**src/rtl/hqc_rs_pkg.sv**
```systemverilog
// Shared RS/GF(2^8) definitions for the HQC decoder stages: field polynomial,
// per-security-level code parameters and elaboration-time GF helpers.
package hqc_rs_pkg;

    localparam logic [8:0] GF_POLY = 9'h11D;

    localparam int unsigned DELTA_128 = 15;
    localparam int unsigned N1_128    = 46;
    localparam int unsigned DELTA_192 = 16;
    localparam int unsigned N1_192    = 56;
    localparam int unsigned DELTA_256 = 29;
    localparam int unsigned N1_256    = 90;

    typedef enum logic [1:0] {
        ST_IDLE = 2'd0,
        ST_EVAL = 2'd1,
        ST_DONE = 2'd2
    } chien_state_e;

    function automatic int unsigned rs_delta(input int unsigned sec);
        case (sec)
            192:     return DELTA_192;
            256:     return DELTA_256;
            default: return DELTA_128;
        endcase
    endfunction

    function automatic int unsigned rs_n1(input int unsigned sec);
        case (sec)
            192:     return N1_192;
            256:     return N1_256;
            default: return N1_128;
        endcase
    endfunction

    // Multiply by alpha (x) modulo the field polynomial.
    function automatic logic [7:0] gf_xtime(input logic [7:0] a);
        return {a[6:0], 1'b0} ^ (a[7] ? GF_POLY[7:0] : 8'h00);
    endfunction

    // alpha^e, used only at elaboration to derive multiplier constants.
    function automatic logic [7:0] gf_pow(input int unsigned e);
        logic [7:0] r;
        r = 8'h01;
        for (int unsigned j = 0; j < 255; j++) begin
            if (j < (e % 255)) begin
                r = gf_xtime(r);
            end
        end
        return r;
    endfunction

endpackage

```
**src/rtl/gf_const_mul.sv**
```systemverilog
// Combinational GF(2^8) multiply-by-constant: an XOR network of shifted
// copies of CONST selected by the operand bits.
module gf_const_mul
    import hqc_rs_pkg::*;
#(
    parameter logic [7:0] CONST = 8'h01
) (
    input  logic [7:0] a_i,
    output logic [7:0] prod_o
);

    logic [7:0] term_c;

    always_comb begin
        prod_o = 8'h00;
        term_c = CONST;
        for (int b = 0; b < 8; b++) begin
            if (a_i[b]) begin
                prod_o = prod_o ^ term_c;
            end
            term_c = gf_xtime(term_c);
        end
    end

endmodule

```
**src/rtl/hqc_rsdecod_chien.sv**
```systemverilog
// Chien search for the HQC RS decoder: evaluates sigma at alpha^(-i) for every
// codeword position and emits a byte error map. Optional HQC_RSDECOD_CHIEN_ERRCNT_EN
// adds a flagged-position count and a degree-mismatch failure flag.
module hqc_rsdecod_chien
    import hqc_rs_pkg::*;
#(
    parameter int unsigned PARAM_SECURITY = 128,
    parameter int unsigned PARAM_DELTA    = rs_delta(PARAM_SECURITY),
    parameter int unsigned PARAM_N1       = rs_n1(PARAM_SECURITY),
    parameter int unsigned SIGMA_W        = 8 * (PARAM_DELTA + 1),
    parameter int unsigned ERR_W          = 8 * PARAM_N1
) (
    input  logic               clk_i,
    input  logic               rst_i,
    input  logic [SIGMA_W-1:0] sigma_i,
    input  logic               start_i,
    output logic               busy_o,
    output logic [ERR_W-1:0]   error_o,
    output logic               dout_valid_o
`ifdef HQC_RSDECOD_CHIEN_ERRCNT_EN
    ,
    output logic [6:0]         err_cnt_o,
    output logic [0:0]         fail_o
`endif
);

    localparam int unsigned CNT_W = (PARAM_N1 > 1) ? $clog2(PARAM_N1) : 1;
    localparam logic [CNT_W-1:0] CNT_LAST = CNT_W'(PARAM_N1 - 1);

    chien_state_e                 state_q;
    logic [CNT_W-1:0]             cnt_q;
    logic [PARAM_DELTA:0][7:0]    r_q;
    logic [PARAM_DELTA:0][7:0]    r_d;
    logic [ERR_W-1:0]             sh_q;
    logic [ERR_W-1:0]             sh_d;
    logic [ERR_W-1:0]             error_q;
    logic                         busy_q;
    logic                         dout_valid_q;
    logic [7:0]                   v_c;
    logic                         flag_c;

    // r[0] has constant 1; the others step by alpha^(-k) each evaluation cycle.
    assign r_d[0] = r_q[0];
    for (genvar k = 1; k <= PARAM_DELTA; k++) begin : g_mul
        gf_const_mul #(
            .CONST(gf_pow(255 - k))
        ) u_mul (
            .a_i   (r_q[k]),
            .prod_o(r_d[k])
        );
    end

    always_comb begin
        v_c = 8'h00;
        for (int k = 0; k <= PARAM_DELTA; k++) begin
            v_c = v_c ^ r_q[k];
        end
    end

    assign flag_c = (v_c == 8'h00);
    assign sh_d   = {7'b0, flag_c, sh_q[ERR_W-1:8]};

`ifdef HQC_RSDECOD_CHIEN_ERRCNT_EN
    logic [6:0] err_cnt_q;
    logic [6:0] deg_q;
    logic [6:0] deg_c;
    logic       fail_q;

    // Highest index with a non-zero coefficient; all-zero sigma reports 0.
    always_comb begin
        deg_c = 7'd0;
        for (int k = 0; k <= PARAM_DELTA; k++) begin
            if (sigma_i[8*k +: 8] != 8'h00) begin
                deg_c = 7'(k);
            end
        end
    end

    assign err_cnt_o = err_cnt_q;
    assign fail_o    = fail_q;
`endif

    always_ff @(posedge clk_i or posedge rst_i) begin
        if (rst_i) begin
            state_q      <= ST_IDLE;
            cnt_q        <= '0;
            r_q          <= '0;
            sh_q         <= '0;
            error_q      <= '0;
            busy_q       <= 1'b0;
            dout_valid_q <= 1'b0;
`ifdef HQC_RSDECOD_CHIEN_ERRCNT_EN
            err_cnt_q    <= '0;
            deg_q        <= '0;
            fail_q       <= 1'b0;
`endif
        end else begin
            dout_valid_q <= 1'b0;
`ifdef HQC_RSDECOD_CHIEN_ERRCNT_EN
            fail_q       <= 1'b0;
`endif
            case (state_q)
                ST_IDLE: begin
                    if (start_i) begin
                        r_q     <= sigma_i;
                        cnt_q   <= '0;
                        state_q <= ST_EVAL;
`ifdef HQC_RSDECOD_CHIEN_ERRCNT_EN
                        err_cnt_q <= '0;
                        deg_q     <= deg_c;
`endif
                    end
                end
                ST_EVAL: begin
                    busy_q <= 1'b1;
                    sh_q   <= sh_d;
                    r_q    <= r_d;
`ifdef HQC_RSDECOD_CHIEN_ERRCNT_EN
                    err_cnt_q <= err_cnt_q + 7'(flag_c);
`endif
                    // Counter saturates at the last position; DONE follows.
                    if (cnt_q == CNT_LAST) begin
                        state_q <= ST_DONE;
                    end else begin
                        cnt_q <= cnt_q + CNT_W'(1);
                    end
                end
                ST_DONE: begin
                    error_q      <= sh_q;
                    dout_valid_q <= 1'b1;
                    busy_q       <= 1'b0;
                    state_q      <= ST_IDLE;
`ifdef HQC_RSDECOD_CHIEN_ERRCNT_EN
                    fail_q       <= (err_cnt_q != deg_q);
`endif
                end
                default: begin
                    state_q <= ST_IDLE;
                end
            endcase
        end
    end

    assign busy_o       = busy_q;
    assign error_o      = error_q;
    assign dout_valid_o = dout_valid_q;

endmodule

```
**config.mk**
```make
export PLATFORM = sky130hd
export DESIGN_NAME = hqc_rsdecod_chien
export DESIGN_NICKNAME = d
export VERILOG_FILES = /design/src/rtl/hqc_rs_pkg.sv /design/src/rtl/gf_const_mul.sv /design/src/rtl/hqc_rsdecod_chien.sv
export SDC_FILE = /design/constraint.sdc
export NUM_CORES = 1
export LEC_CHECK = 0
export BUFFER_PORTS_ARGS = -buffer_cell sky130_fd_sc_hd__buf_4
export CAP_MARGIN = 20
export CORE_AREA = 5 5 194 196
export DETAILED_ROUTE_END_ITERATION = 6
export DIE_AREA = 0 0 199 201
export PLACE_DENSITY = 0.66
export RECOVER_POWER = 100
export SLEW_MARGIN = 20
export SYNTH_ARGS = -nofsm -noshare
export SYNTH_HDL_FRONTEND = slang
export SYNTH_SLANG_ARGS = --single-unit
```
**constraint.sdc**
```tcl
create_clock -name clk_i -period 11.7 [get_ports clk_i]
set_input_delay 2.925 -clock clk_i [delete_from_list [all_inputs] [get_ports clk_i]]
set_output_delay 2.925 -clock clk_i [all_outputs]
set_load 0.02 [all_outputs]
```
==> results of run 1 <==
==> tightest hold or removal path, stage by stage (launching register included) <==
cell and delay [ps]:
dfrtp_1 350, nand2_1 50, o21ai_0 60
==> synth_stat cells (2+ instances only) <==
| cell | instances |
|---|---|
| xnor2_2 | 2 |
| nor2_1 | 46 |
| nand4_1 | 2 |
| dfrtp_1 | 230 |
| o21ai_0 | 30 |
| a22oi_1 | 4 |
| buf_1 | 3 |
| a22o_1 | 2 |
| buf_2 | 83 |
| nor3_1 | 5 |
| nand2_1 | 95 |
| o21a_1 | 3 |
| o22ai_1 | 31 |
| o211ai_1 | 2 |
| mux2i_1 | 64 |
| xor2_1 | 51 |
| or3_1 | 2 |
| ha_1 | 6 |
| buf_4 | 327 |
| o21ai_1 | 81 |
| xnor2_1 | 257 |
| inv_1 | 6 |
| nand3_1 | 31 |
| clkbuf_1 | 28 |
| a21oi_1 | 75 |
| mux2_2 | 91 |
==> area by class of cell <==
class	instances	area, sq um
clock buffer	39	811
clock inverter	10	153
fill	3467	19600
inverter	7	27.5
multi-input combinational	1213	7730
sequential	230	5760
tap	468	586
timing repair buffer	188	1240
==> stage by stage <==
step | total power [W] | cell area (sq um) | setup WS [ps] | cells | hold slack, ps
2_1_floorplan | 0.00461 | 16500 | 2470 | 1892 | 469
3_3_place_gp | 0.00511 | 15500 | 6130 | 2105 | 485
3_5_place_dp | 0.00521 | 15500 | 6080 | 2105 | 489
4_1_cts | 0.00614 | 16500 | 6670 | 2154 | 503
5_1_grt | 0.00649 | 16300 | 3930 | 2155 | 512
6_report | 0.00602 | 16300 | 4540 | 2155 | 499
==> metal layers <==
layer | track usage [%] | up-vias
li1 | - | 4698
met1 | 22.1 | 4693
met2 | 27.0 | 321
met3 | 2.84 | 48
met4 | 4.08 | 2
met5 | 0 | -
==> registers in the layout (all words and copies together) (netlist names) <==
name / flops
busy_o: 1
dout_valid_o: 1
error_o: 46
sh_q: 46
r_q: 120
cnt_q: 6
r_d: 8
state_q: 2
==> worst paths after layout <==
| check | from | to | cells after the start |
|---|---|---|---|
| setup / recovery | start_i | r_q[84] | 7 |
| hold / removal | r_d[4] | r_d[4] | 2 |
| setup reg to reg | state_q[1] | r_q[84] | 7 |
| hold reg to reg | r_d[4] | r_d[4] | 2 |
| max in group asynchronous | rst_i | r_q[78] | 3 |
| min in group asynchronous | rst_i | r_q[69] | 2 |
==> where the power goes <==
group	switching [W]	leakage, nW	total (W)	internal (W)
Sequential	0.000476	2.93	0.00161	0.00113
Combinational	0.00184	4.10	0.00352	0.00168
Clock	0.000345	0.470	0.000894	0.000549
Total	0.00266	7.50	0.00602	0.00337
==> cells by family after synthesis <==
family,synth area share [%]
and+or+nand+nor,4.95
adders and majority gates,0.490
AOI/OAI and AO/OA,8.34
other,0.0245
xor gates and xnor gates,17.9
muxes,10.9
DFF,37.6
buffers and inverters,19.8
==> metrics.yaml, run 1 <==
grt:
  grt_usage_pct: 16.3
  grt_pass1_vias: 9760
  grt_max_degree: 96
  antenna_found_initial: 1
  grt-ovfl-total: 0
  grt_pass1_wl_um: 53000
floorplan:
  start_util_pct: 42.6
  dieHeight_um: 201
  ios: 501
  rows: 70
  core_area_sq_um: 35900
  dieArea_sq_um: 40000
  die_w_um: 199
critical_path:
  cp-end-kind: "flop"
  rrSetupSlack_ps: 5120
  worst-path-max-fanout: 83
  cp_num_buf_inv: 2
  critPathLaunchType: "input port"
  crit_chain: "buf_4, nor2b_1, or2_4, clkbuf_1, nor2_1, a22oi_1, o21ai_0"
  cp.required_ps: 11980
  arrival_ps: 7440
  path_class: "in2reg"
  cpLargestDelayFamily: "buffers and inverters"
  max_stage_delay_ps: 2400
  cp_slowest_cell: "clkbuf_1"
clock_network:
  cts_setup_buffers: 0
  cts_buffer_depth: 3
  cts_hold_buf: 0
  ctsResizeCount: 0
  cts_tree: "built"
  cts_root_buf: "clkbuf_16"
  cts_buffers: 27
  cts.clk_slew.worst_paths_ps: 60
  htreeDepth: 1
  clock_sinks: 230
  clk_latency_ps: 550
sta:
  rsz0062_at_grt: "no"
  finalSetupTns_ps: 0
  worst_slew_pin_slew_ps: 4350
  slew_viol_final: 431
  relSlewSlack_pct: -191
  period_share_pct: 61.2
  setup_viol: 0
  period_needed_ps: 7160
  hold_viol: 0
  max_freq_ghz: 0.140
  fin_skew_ps: 15.2
drt:
  wl_per_cell_um: 16.2
  drt_iter0_markers: 354
  routed-wl-met2_um: 16800
  wirelength_met1_um: 15000
  wl_um: 34900
  wl_met3_um: 2170
  firstDrtPassIters: 4
  num_vias: 9762
  avgViaCountPerCell: 4.53
  highest_layer: "met5"
  drcViolationCount: 0
  postRouteAntennaNets: 0
yosys:
  yosys.area.top_type: "dfrtp_1"
  synth-seq-cells: 230
  synthFlopType: "dfrtp_1"
  synth_top_area_share_pct: 37.6
  avgSynthCellArea_sq_um: 9.74
  yosysWarnings: 0
  syn_area_sq_um: 15300
  synthCells: 1571
  synth_edf_count: 0
  async_flop_share_pct: 100
  synthTopCellsByArea: "dfrtp_1 38%, buf_4 16%, xnor2_1 15%, mux2_2 6.7%, mux2i_1 4.2%"
  yosysSeqAreaShare_pct: 37.6
  ys_types: 40
final_layout:
  drive_above_1_share_pct: 16.7
  area_growth_pct: 6.50
  fin_nets: 1804
  final_cell_mix: "322 x conb_1, 257 x xnor2_1, 230 x dfrtp_1, 134 x buf_4, 98 x o21ai_0"
  final_common_cell: "conb_1"
  final_core_util_pct: 45.4
  num_antenna_cells: 0
power:
  p_per_area_nw_per_um2: 369
  ir_worst_vdd_uv: 169
  p_leak_nw: 7.50
place:
  post-dp-hpwl_um: 25200
  portBuffers: 178
  gp_congestion: 0.826
job:
  drv_cap: 7
status:
  run_status: "finished with violations"
  failed_checks: "max-capacitance violations, max-slew violations"
worst_hold_path:
  hold_class: "reg2reg"
No activity file was read; power rests on OpenSTA's default activity.
==> inputs of run 2 (changes only) <==
Settings changed: ABC_AREA set to 1, CORE_AREA 5 5 194 196 to 5 5 191 193, DIE_AREA 0 0 199 201 to 0 0 196 198, PLACE_DENSITY 0.66 to 0.7.
Clock period 11.7 ns to 6.75 ns, I/O delays scaled along.
==> run 2 against run 1 <==
  * The flow still finishes with violations (max-capacitance violations, max-slew violations)
  * Clock power increased by 64%
  * Register-to-register slack got worse by 2600 ps
  * Routed wire length increased by 20%
  * Via count increased by 26%
  * Non-clock buffer count decreased by 2
  * Clock-buffer cell count unchanged
  * Highest routed layer unchanged
==> metrics.yaml, run 2 <==
sta:
  hold_slack_ps: 474  # was 499 ps
  slew_viol_final: 309  # was 431
  finalSetupTns_ps: 0  # unchanged
  worst_slew_pin_slew_ps: 3520  # was 4350 ps
  setup_viol: 0  # unchanged
  rsz0062_at_grt: "no"  # unchanged
  period_needed_ps: 4180
  relSlewSlack_pct: -135  # was -191%
  period_share_pct: 62.0
  fin_skew_ps: 13.8  # was 15.2 ps
  max_freq_ghz: 0.239
  hold_viol: 0  # unchanged
yosys:
  synth_compound_area_share_pct: 12.6  # was 8.34%
  synthCells: 2059  # was 1571
  yosysWarnings: 0  # unchanged
  synth-simple-area-share_pct: 14.8  # was 4.95%
  yosysSeqAreaShare_pct: 35.9  # was 37.6%
  yosysMostFrequentCell: "nand2_1"  # was buf_4
  synthFlopType: "dfrtp_1"  # unchanged
  synth_top_family_by_area: "buffers and inverters"  # unchanged
  syn_area_sq_um: 16000  # was 15300 sq um
  yosys.area.top_type: "dfrtp_1"  # unchanged
  synth_top_area_share_pct: 35.9  # was 37.6%
  ys_types: 39  # was 40
  avgSynthCellArea_sq_um: 7.79  # was 9.74 sq um
  synth-xor-area-share_pct: 13.3  # was 17.9%
  synth_mux_area_share_pct: 0.140  # was 10.9%
  synth-seq-cells: 230  # unchanged
  async_flop_share_pct: 100  # unchanged
  synth_edf_count: 0  # unchanged
  synth_common_cells: "409 x nand2_1, 325 x buf_4, 230 x dfrtp_1"  # was 327 x buf_4, 257 x xnor2_1, 230 x dfrtp_1
  synthTopCellsByArea: "dfrtp_1 36%, buf_4 15%, nand2_1 9.6%, xor2_1 7.2%, xnor2_1 5.8%"  # was dfrtp_1 38%, buf_4 16%, xnor2_1 15%, mux2_2 6.7%, mux2i_1 4.2%
  synthAdderAreaFrac_pct: 0.468  # was 0.490%
clock_network:
  cts_hold_buf: 0  # unchanged
  cts.clk_slew.worst_paths_ps: 60  # about the same
  cts_root_buf: "clkbuf_16"  # unchanged
  clk_latency_ps: 560  # was 550 ps
  cts_setup_buffers: 0  # unchanged
  clock_sinks: 230  # unchanged
  htreeDepth: 1  # unchanged
  cts_buffer_depth: 3  # unchanged
  ctsResizeCount: 0  # unchanged
  cts_buffers: 28  # was 27
  cts_tree: "built"  # unchanged
critical_path:
  arrival_ps: 4600  # was 7440 ps
  critPathLaunchType: "flop"  # was input port
  crit_top_cell: "a21oi_1"
  worst-path-max-fanout: 269  # was 83
  cp.required_ps: 7160  # was 11980 ps
  path_class: "reg2reg"  # was in2reg
  crit_start: "state_q[1]"  # was start_i
  max_stage_delay_ps: 1520  # was 2400 ps
  cp_slowest_cell: "clkinvlp_2"  # was clkbuf_1
  cp-end-kind: "flop"  # unchanged
  crit_chain: "inv_1, ha_1, buf_12, clkinvlp_2, buf_4, nand2_1, o21ai_0, a21oi_1, a21oi_1"  # was buf_4, nor2b_1, or2_4, clkbuf_1, nor2_1, a22oi_1, o21ai_0
  reg2reg_from: "state_q[1]"  # unchanged
grt:
  grt_pass1_vias: 11800  # was 9760
  grt_pass1_wl_um: 63800  # was 53000 um
  grt_max_degree: 270  # was 96
  grt-ovfl-total: 0  # unchanged
  grt_usage_pct: 20.2  # was 16.3%
  antenna_found_initial: 2  # was 1
drt:
  avgViaCountPerCell: 4.68  # was 4.53
  firstDrtPassIters: 7  # was 4
  wl_um: 41700  # was 34900 um
  drt_iter0_markers: 814  # was 354
  wl_per_cell_um: 15.9  # was 16.2 um
  drcViolationCount: 0  # unchanged
  num_vias: 12300  # was 9762
  postRouteAntennaNets: 0  # unchanged
floorplan:
  dieArea_sq_um: 38800  # was 40000 sq um
  start_util_pct: 46.7  # was 42.6%
  die_w_um: 196  # was 199 um
  core_area_sq_um: 34400  # was 35900 sq um
  ios: 501  # unchanged
  dieHeight_um: 198  # was 201 um
  rows: 68  # was 70
final_layout:
  seq_area_sq_um: 5760  # unchanged
  final_area_sq_um: 17000  # was 16300 sq um
  largest_reg_flops: 120  # unchanged
  drive_above_1_share_pct: 8.42  # was 16.7%
  final_common_cell: "nand2_1"  # was conb_1
  fin_nets: 2293  # was 1804
  fillers: 3400  # was 3467
  top_register: "r_q"  # unchanged
  area_growth_pct: 5.68  # was 6.50%
  multi_input_area_sq_um: 7810  # was 7730 sq um
  final_cell_mix: "409 x nand2_1, 322 x conb_1, 230 x dfrtp_1, 184 x inv_1, 159 x o21ai_0"  # was 322 x conb_1, 257 x xnor2_1, 230 x dfrtp_1, 134 x buf_4, 98 x o21ai_0
worst_hold_path:
  hold_path.startpoint: "sh_q[64]"  # was r_d[4]
  hold_class: "reg2reg"  # unchanged
place:
  detailed_place.area_sq_um: 16300  # was 15500 sq um
  portBuffers: 178  # unchanged
  gp_congestion: 0.895  # was 0.826
  post-dp-hpwl_um: 31100  # was 25200 um
power:
  p_per_area_nw_per_um2: 615  # was 369 nW/um^2
  ir_worst_vdd_uv: 317  # was 169 uV
  p_leak_nw: 8.44  # was 7.50 nW
job:
  drv_cap: 5  # was 7
status:
  run_status: "finished with violations"  # unchanged
  failed_checks: "max-capacitance violations, max-slew violations"  # unchanged
==> run 2: final timing paths <==
check / to / depth (start not counted) / slack (ps)
hold reg to reg: sh_q[56] / 2 / 470
setup / recovery: r_q[91] / 9 / 2570
setup reg to reg: r_q[91] / 9 / 2570
hold / removal: sh_q[56] / 2 / 470
max in group asynchronous: error_o[248] / 3 / 2620
min in group asynchronous: sh_q[56] / 2 / 1260
==> run 2: metal layers <==
layer / global-route usage (%) / up-vias / share of wire [%]
met5: 0 / - / 0.031
met4: 8.53 / 2 / 4.6
met1: 25.4 / 5804 / 39
li1: - / 6019 / -
met2: 33.6 / 408 / 48
met3: 4.71 / 87 / 7.7
==> run 2: cells by family after synthesis <==
| kind of cell | count (synthesis) |
|---|---|
| and+or+nand+nor | 603 |
| DFF | 230 |
| AOI/OAI and AO/OA | 349 |
| buffers and inverters | 627 |
| other | 1 |
| muxes | 2 |
| adders and majority gates | 6 |
| xor gates and xnor gates | 241 |
==> run 2: area by class of cell <==
cell class,instances,area share [%]
timing repair buffer,186,7.25
sequential,230,33.9
clock inverter,9,0.767
antenna,2,0.0295
multi-input combinational,1523,46.1
tap,455,3.36
clock buffer,39,4.43
inverter,187,4.17
==> run 2: through the flow <==
| step | total power [W] | instances | setup WS (ps) | util (%) |
|---|---|---|---|---|
| 3_3_place_gp | 0.00887 | 2581 | 2740 | 47.5 |
| 5_1_grt | 0.0114 | 2630 | 1960 | 49.3 |
| 6_report | 0.0104 | 2631 | 2570 | 49.3 |
| 2_1_floorplan | 0.00778 | 2380 | 2050 | - |
| 3_5_place_dp | 0.00905 | 2581 | 2740 | 47.5 |
| 4_1_cts | 0.0106 | 2629 | 3150 | 50.0 |
==> run 2: worst max-delay path: cells and delay by family, from the launching register on <==
kind | cells | cell delay (ps)
AOI/OAI and AO/OA | 3 | 310
DFF | 1 | 390
buffers and inverters | 4 | 2890
adders and majority gates | 1 | 210
and+or+nand+nor | 1 | 180
==> run 2: power by group <==
| part | internal, W | total (W) | switching, W |
|---|---|---|---|
| Clock | 0.000856 | 0.00147 | 0.000613 |
| Sequential | 0.00197 | 0.00275 | 0.000774 |
| Combinational | 0.00233 | 0.00622 | 0.00389 |
